**src/rtl/if_fetch_unit_pkg.sv**
```systemverilog
// Shared definitions for the instruction-fetch stage and its pipeline neighbours.
// The hazard-control encodings are also decoded by IF_ID and the hazard unit.
package if_fetch_unit_pkg;

   localparam logic [1:0] HZ_NORMAL = 2'b00;
   localparam logic [1:0] HZ_FLUSH  = 2'b01;
   localparam logic [1:0] HZ_STALL  = 2'b10;

   localparam logic [31:0] RESET_PC = 32'h0040_0000;
   localparam logic [31:0] NOP_INST = 32'h0000_0000;

   typedef enum logic [1:0] {
      StFetch,
      StDrain,
      StHold
   } fetch_state_e;

endpackage

```
**src/rtl/if_fetch_unit.sv**
```systemverilog
// Instruction-fetch stage: owns the fetch PC, runs a single-outstanding imem handshake
// and holds one instruction for IF_ID until it is consumed, flushed or redirected.
module if_fetch_unit #(
   parameter logic [31:0] RESET_PC = 32'h0040_0000,
   parameter logic [31:0] NOP_INST = 32'h0000_0000
) (
   input  logic        clk,
   input  logic        rst,
   input  logic [1:0]  HzCtrl,
   input  logic        Redirect,
   input  logic [31:0] RedirectPC,
   output logic        IMemReq,
   output logic [31:0] IMemAddr,
   input  logic        IMemRdy,
   input  logic [31:0] IMemData,
   output logic        FetchValid,
   output logic [31:0] Inst,
   output logic [31:0] PC4
);

   import if_fetch_unit_pkg::*;

   fetch_state_e state_q, state_d;
   logic [31:0]  req_addr_q, req_addr_d;
   logic [31:0]  next_pc_q, next_pc_d;
   logic [31:0]  buf_inst_q, buf_inst_d;
   logic [31:0]  buf_pc_q, buf_pc_d;
   logic [31:0]  redir_pc;

   assign redir_pc = RedirectPC & 32'hFFFF_FFFC;

   always_comb begin
      state_d    = state_q;
      req_addr_d = req_addr_q;
      next_pc_d  = next_pc_q;
      buf_inst_d = buf_inst_q;
      buf_pc_d   = buf_pc_q;

      unique case (state_q)
         StFetch: begin
            if (IMemRdy) begin
               if (Redirect) begin
                  req_addr_d = redir_pc;
                  next_pc_d  = redir_pc + 32'd4;
               end else begin
                  buf_inst_d = IMemData;
                  buf_pc_d   = req_addr_q;
                  next_pc_d  = req_addr_q + 32'd4;
                  state_d    = StHold;
               end
            end else if (Redirect) begin
               // The request cannot be withdrawn; remember the target and drain it.
               next_pc_d = redir_pc;
               state_d   = StDrain;
            end
         end
         StDrain: begin
            if (Redirect && IMemRdy) begin
               req_addr_d = redir_pc;
               next_pc_d  = redir_pc + 32'd4;
               state_d    = StFetch;
            end else if (Redirect) begin
               next_pc_d = redir_pc;
            end else if (IMemRdy) begin
               req_addr_d = next_pc_q;
               next_pc_d  = next_pc_q + 32'd4;
               state_d    = StFetch;
            end
         end
         StHold: begin
            if (Redirect) begin
               req_addr_d = redir_pc;
               next_pc_d  = redir_pc + 32'd4;
               state_d    = StFetch;
            end else begin
               unique case (HzCtrl)
                  HZ_NORMAL, HZ_FLUSH: begin
                     req_addr_d = next_pc_q;
                     next_pc_d  = next_pc_q + 32'd4;
                     state_d    = StFetch;
                  end
                  HZ_STALL, 2'b11: ;
                  default: ;
               endcase
            end
         end
         default: state_d = StFetch;
      endcase
   end

   always_ff @(posedge clk) begin
      if (rst) begin
         state_q    <= StFetch;
         req_addr_q <= RESET_PC;
         next_pc_q  <= RESET_PC + 32'd4;
         buf_inst_q <= NOP_INST;
         buf_pc_q   <= 32'd0;
      end else begin
         state_q    <= state_d;
         req_addr_q <= req_addr_d;
         next_pc_q  <= next_pc_d;
         buf_inst_q <= buf_inst_d;
         buf_pc_q   <= buf_pc_d;
      end
   end

   assign IMemReq    = (state_q != StHold);
   assign IMemAddr   = req_addr_q;
   assign FetchValid = (state_q == StHold);
   assign Inst       = FetchValid ? buf_inst_q : NOP_INST;
   assign PC4        = FetchValid ? (buf_pc_q + 32'd4) : 32'd0;

endmodule

```
**config.mk**
```make
export PLATFORM = sky130hd
export DESIGN_NAME = if_fetch_unit
export DESIGN_NICKNAME = d
export VERILOG_FILES = /design/src/rtl/if_fetch_unit_pkg.sv /design/src/rtl/if_fetch_unit.sv
export SDC_FILE = /design/constraint.sdc
export NUM_CORES = 1
export LEC_CHECK = 0
export CORE_MARGIN = 2
export CORE_UTILIZATION = 45
export DETAILED_ROUTE_END_ITERATION = 8
export PLACE_DENSITY = 0.7
export SLEW_MARGIN = 20
export SYNTH_ARGS = -nofsm -noshare
export SYNTH_HDL_FRONTEND = slang
export SYNTH_SLANG_ARGS = --single-unit
```
**constraint.sdc**
```tcl
create_clock -name clk -period 4.4 [get_ports clk]
set_input_delay 1.1 -clock clk [delete_from_list [all_inputs] [get_ports clk]]
set_output_delay 1.1 -clock clk [all_outputs]
set_load 0.1 [all_outputs]
```
==> summary.txt <==
Timing
  – Final period utilization: 90.3%
  – Setup TNS: 0 ps
  – Setup ws final: 427 ps
  – RSZ-0062 raised after global routing: no
  – Fin. max-slew vios: 0
  – Fin. Hold Viols: 0
  – Final Skew: 15.4 ps
  – Slew margin rel.: 31.3%
  – Slew @ Worst Pin: 1030 ps
  – Fin crit period: 3970 ps
  – Setup-failing EPs final: 0
  – Fmax: 252 MHz

Yosys
  – Post-synth net total: 1449
  – Flops & latches, synth: 130
  – Ys Warns: 0
  – Synth Cell Area: 0.00940 sq mm
  – Main synth FF type: dfxtp_1
  – Synth Area per Inst: 6.86 sq um
  – Async S/R FF share, synth: 0%
  – Post-synth EDFFs: 0
  – Post-Synthesis Cells: 1371
  – Largest area contributor in the netlist: dfxtp_1
  – Synth area leaders: dfxtp_1, nand2_1, a21oi_1, nor2_1, o21ai_0
  – Synth top area share: 27.7%
  – Count leader, synth: nand2_1
  – Yosys cell types: 70
  – Sequential share of the synthesized area: 27.7%
  – Most common library cells after synthesis: nand2_1, dfxtp_1, a21oi_1, nor2_1, clkbuf_1

Worst setup path
  – Crit Path Category: reg2out
  – Worst r2r path cells: 8
  – Critical R2R Launch: IMemAddr[2]
  – Data required, critical path: 3300 ps
  – CP Capture Type: output port
  – Worst Path Arrival: 2870 ps
  – CP Launch Type: register
  – FF-to-FF setup slack: 1340 ps
  – Crit-path max FO: 6
  – RR Endpoint: next_pc_q[28]

Floorplan
  – Cell row count: 52
  – Core ar.: 0.0204 sq mm
  – Die area: 0.0221 sq mm
  – Initial Utilization: 46.2%
  – I/O pin count: 168
  – Die Y: 149 um
  – Die Width: 149 um

Clocking
  – H-tree depth: 4
  – Clk buf depth: 2
  – Clock sink count: 130
  – Worst skew pair latency: 430 ps
  – CTS Hold Bufs: 0
  – Root buf cell: clkbuf_16
  – Worst-path clk slew: 60 ps
  – CTS tree: built
  – CTS Buf Count: 17

Layout
  – Non-Filler Instances: 1768
  – Synthesis-to-layout area growth: 29.5%
  – Fin area: 0.0122 sq mm
  – Filler cells: 1891
  – Share of layout cells above drive strength 1: 12.6%
  – ANT cells: 0
  – Layout net count: 1563

Global route
  – GRT Resource Usage Total: 31.2%
  – Vias in the first global route: 9731
  – Largest net degree at the start of global routing: 65
  – Grt ovf: 0
  – First-pass GRT wire length: 54.6 mm
  – Initial antenna violation count: 1

Detailed routing
  – Routed wire length: 35.1 mm
  – Number of routed nets with antenna violations: 0
  – Length of routed met2 wiring: 16.2 mm
  – Via density per instance: 6.12
  – Average routed wire per standard cell: 19.8 um
  – Total iterations of the first detailed-routing run: 5
  – Met3 wire length: 3.38 mm
  – Number of remaining DRC errors: 0
  – Vias post-DR: 10800
  – Starting DRT DRC Count: 1245
  – Top layer in use: met4
  – WL met1: 14.4 mm

Hold path
  – Hold path depth: 2
  – Worst min-delay path class: reg2reg
  – Worst Hold Launch: buf_inst_q[20]
  – Worst Hold Endpoint: buf_inst_q[20]

Placed design
  – Placed insts: 1735
  – Dpl ws: 387 ps
  – PortBufs: 164
  – Placed Area: 0.0115 sq mm
  – RePlAce Congestion: 1.01
  – Detailed Place HPWL: 24.1 mm

Power and ir drop
  – Power Total: 4.31 mW
  – Peak VDD IR: 289 uV
  – Leakage power: 4.31 nW
  – Power Dens Cells: 354 mW/mm^2

Flow run
  – MaxCap Viol Count: 0

Outcome
  – Outcome: finished, final reports clean
-- area by class of cell --
class                           count  area (sq um)  area share [%]
Timing Repair Buffer              219          2250            18.5
Multi-Input combinational cell   1095          6260            51.4
Clock buffer                       19           453            3.72
Sequential cell                   130          2600            21.4
Tap cell                          270           338            2.77
Clock inverter                     13           195            1.60
Inverter                           22          82.6           0.678
-- critical path, cell delays in order (launching register included) --
cell and delay [ps]:
dfxtp_1 420, and4_1 310, nand3_1 250, nor4_2 460, nor2b_1 310, nand3_1 130, xor2_1 150, nor2_1 210
buf_12 210
-- timing repair --
action / CTS / global route
resized for setup: 0 / 2
endpoints found under the setup margin: 0 / 2
setup buffers: 0 / 1
-- layer usage --
metal | up-vias | track usage (%)
met3 | 81 | 5.43
met5 | - | 0
met1 | 5052 | 42.5
met4 | 0 | 10.7
met2 | 551 | 50.1
li1 | 5139 | -
-- sequential cells by signal, summed over array words and instances, names as in the netlist --
name / cells
buf_inst_q: 32
buf_pc_q: 32
IMemAddr: 32
next_pc_q: 32
state_q: 2
-- logic make-up (layout without fill, tap and decap cells) --
| kind of cell | after synthesis | after routing | share of synthesized area [%] |
|---|---|---|---|
| compound gates | 362 | 362 | 24.3 |
| fa+ha+maj | 8 | 8 | 1.06 |
| mux | 22 | 22 | 2.37 |
| xor+xnor | 73 | 73 | 6.80 |
| simple gates | 630 | 630 | 31.3 |
| flops | 130 | 130 | 27.7 |
| buf+inv | 146 | 273 | 6.53 |
-- worst max path at each step --
stage | start | to | slack (ps) | cells past startpoint
global placement | RedirectPC[3] | next_pc_q[30] | 390 | 9
CTS | buf_pc_q[2] | PC4[30] | 140 | 8
floorplan | state_q[0] | PC4[24] | -150 | 6
detailed placement | RedirectPC[3] | next_pc_q[30] | 390 | 9
finish | buf_pc_q[7] | PC4[31] | 430 | 8
global route | buf_pc_q[2] | PC4[30] | 200 | 9
-- cells in the final DEF, fill, tap and decap left out, types with 7 or more instances in the layout --
cell / count
a211o_1: 7
a211oi_1: 19
a21oi_1: 128
a221oi_1: 35
a31oi_1: 16
and2_1: 41
and3_1: 10
and4_1: 11
buf_12: 30
buf_4: 92
clkbuf_16: 17
clkdlybuf4s50_1: 95
dfxtp_1: 130
ha_1: 7
inv_1: 20
mux2i_1: 20
nand2_1: 234
nand2b_1: 7
nand3_1: 67
nand4_1: 25
nor2_1: 120
nor2_2: 9
nor3_1: 51
nor4_1: 16
o211ai_1: 12
o21ai_0: 81
o22ai_1: 7
or2_2: 7
or3_1: 14
xnor2_1: 44
xor2_1: 29
-- stage by stage --
stage                     hold slack, ps  utilization, %
after global placement               437            56.5
after CTS                            450            59.7
final                                449            59.8
after global routing                 467            59.8
after detailed placement             442            56.5
after floorplan                      432               -
-- power by group --
part           switching, mW  leakage, nW  internal [mW]
Clock                  0.611        0.313          0.992
Combinational          0.866         2.93          0.400
Sequential             0.161         1.07           1.28
Power figures use the tool's default switching activity.
==> edit, RTL diff (config.mk and constraints unchanged) <==
The 3 states of `fetch_state_e` get a one-hot encoding in 3 bits.
--- a/src/rtl/if_fetch_unit_pkg.sv
+++ b/src/rtl/if_fetch_unit_pkg.sv
@@ -9,10 +9,10 @@
    localparam logic [31:0] RESET_PC = 32'h0040_0000;
    localparam logic [31:0] NOP_INST = 32'h0000_0000;
 
-   typedef enum logic [1:0] {
-      StFetch,
-      StDrain,
-      StHold
+   typedef enum logic [2:0] {
+      StFetch = 3'b001,
+      StDrain = 3'b010,
+      StHold  = 3'b100
    } fetch_state_e;
 
 endpackage
Formal check against the unedited RTL: no difference found for any inputs over 4 cycles, from zero or initial values and one cycle with rst high; so few cycles prove little.
==> edit against the unedited design <==
- power shrank 20%
- cell count shrank 12%
- synthesized area is 11% lower
- combinational power fell by 40%
- sequential cell count grew 1
- final area down 8.7%
- via count is 14% lower
- wire length is 19% lower
- die area shrank 10%
- setup slack improved by 190 ps
- critical endpoint is now PC4[22]
- largest cell class unchanged
- highest routed layer unchanged
==> edit: results (changes against the unedited design) <==
Setup path
  • Slowest Stage Delay on Critical Path: 420 ps (-40 ps)
  • Crit-path max FO: 5 (-1)
  • CP max stage cell: dfxtp_1
  • Req. time, crit path: 3300 ps (about the same)

Timing
  • Worst-Margin Slew: 1020 ps (-12.4 ps)
  • Setup Skew: 9.93 ps (-5.48 ps)

Routing
  • Met2 routed WL: 12.7 mm (-22%)
  • Iter 0 DRT Violations: 911 (-27%)
  • Met1 wire length: 12.5 mm (-13%)
  • Vias per Instance: 5.97 (-2.4%)
  • DR top layer: met4
  • Met3 routed WL: 2.72 mm (-20%)
  • DR WL/cell: 18.2 um (-8.3%)

Global route
  • Antenna violations before repair: 0 (-1)
  • GR Util All Layers: 0.287 (-0.0253)
  • First-pass GRT wire length: 45.6 mm (-17%)
  • Largest net degree at the start of global routing: 68 (+4.6%)
  • Vias in the first global route: 8,362 (-14%)

Pwr
  • VDD IR max: 0.286 mV (-1.0%)
  • Leakage power: 3.80 nW (-12%)

Clock tree
  • H-tree depth: 4 (unchanged)
  • CTS clock-pin slew for the worst setup and hold paths: 60 ps (about the same)
  • Root buffer cell: clkbuf_16
  • Worst skew pair latency: 430 ps (about the same)
  • Clk buf depth: 2 (unchanged)
  • Post-cts resize count: 0 (unchanged)
  • TritonCTS buffer count: 17 (unchanged)

Synthesis
  • Post-Syn Nets: 1,264 (-13%)
  • Synth async-reset ratio: 0 (unchanged)
  • Top_reg_cell synth: dfxtp_1
  • Synth cell count leaders: 221 x nand2_1, 131 x dfxtp_1, 121 x nor2_1, 93 x a21oi_1, 80 x clkbuf_1
  • Synth unique cells: 67 (-4.3%)
  • Sequential element share of the synthesized area: 0.312 (+0.0353)
  • Top cells by area, synth: dfxtp_1 31%, nand2_1 9.9%, a21oi_1 5.5%

Placement
  • Post-DP HPWL: 20.0 mm (-17%)
  • Final GP Congestion: 0.914 (-9.7%)

Outcome
  • Status: complete, no violations

Worst hold path
  • HP Class: register to register

Cells and area
  • Share of layout cells above drive strength 1: 0.108 (-0.0184)
  • Layout Nets: 1,389 (-11%)
edit: cell count changes after synthesis, sizes merged, moves of 14 or more:
cell    delta
a311oi    +32
nand2     -14
nor3      -22
a21oi     -36
mux2i     -14
buf       -15
o21ai     -48
clkbuf    -17
a221oi    -29
edit: cells by family (layout without fill, tap and decap cells):
kind of cell             count (synthesis)  count (layout)  synth area share
AND/OR/NAND/NOR                        595             595             0.332
flip-flops                             131             131             0.312
AO/OA/AOI/OAI                          264             264             0.210
buffers and inverters                  112             249            0.0506
multiplexers                            10              10            0.0125
XOR/XNOR                                74              74            0.0771
adder cells (fa/ha/maj)                  4               4           0.00596
edit: critical path, delay by kind of cell, from the launching register on:
| kind | cells | cell delay (ps) |
|---|---|---|
| buffers and inverters | 1 | 300 |
| adder cells (fa/ha/maj) | 1 | 210 |
| AND/OR/NAND/NOR | 5 | 1170 |
| flip-flops | 1 | 420 |
| XOR/XNOR | 1 | 160 |
edit: final timing paths:
kind,slack [ps],to,from,cells after the start
worst max-delay path,620,PC4[22],buf_pc_q[2],8
worst min-delay path,450,buf_inst_q[8],buf_inst_q[8],2
worst max register to register,790,IMemAddr[22],state_q[0],7
worst min register to register,450,buf_inst_q[8],buf_inst_q[8],2
edit: metrics by stage:
step | setup slack (ps) | util | hold WS [ps] | area, sq um | cells
global placement | 686 | 0.583 | 437 | 10600 | 1525
floorplan | 146 | - | 432 | 8400 | 1190
CTS | 536 | 0.613 | 450 | 11100 | 1556
global route | 393 | 0.613 | 463 | 11100 | 1556
detailed placement | 688 | 0.583 | 442 | 10600 | 1525
finish | 622 | 0.613 | 448 | 11100 | 1556
edit: cell type report:
type                            instances  area, sq um
Sequential cell                       131         2620
Inverter                               21         80.1
Tap cell                              229          287
Multi-Input combinational cell        947         5390
Fill cell                            1656         7030
Clock buffer                           23          478
Timing Repair Buffer                  197         2210
Clock inverter                          8         55.1
edit: report_power, final:
group	switching (W)	internal, W	leakage [nW]	total (W)
Sequential	0.000128	0.00127	1.07	0.00140
Clock	0.000544	0.000759	0.255	0.00130
Combinational	0.000500	0.000265	2.48	0.000765
edit: per-layer routing:
metal / GRT usage / vias to the layer above
met5: 0 / -
met4: 0.0811 / 0
met3: 0.0751 / 39
met2: 0.441 / 448
met1: 0.398 / 4312
li1: - / 4493
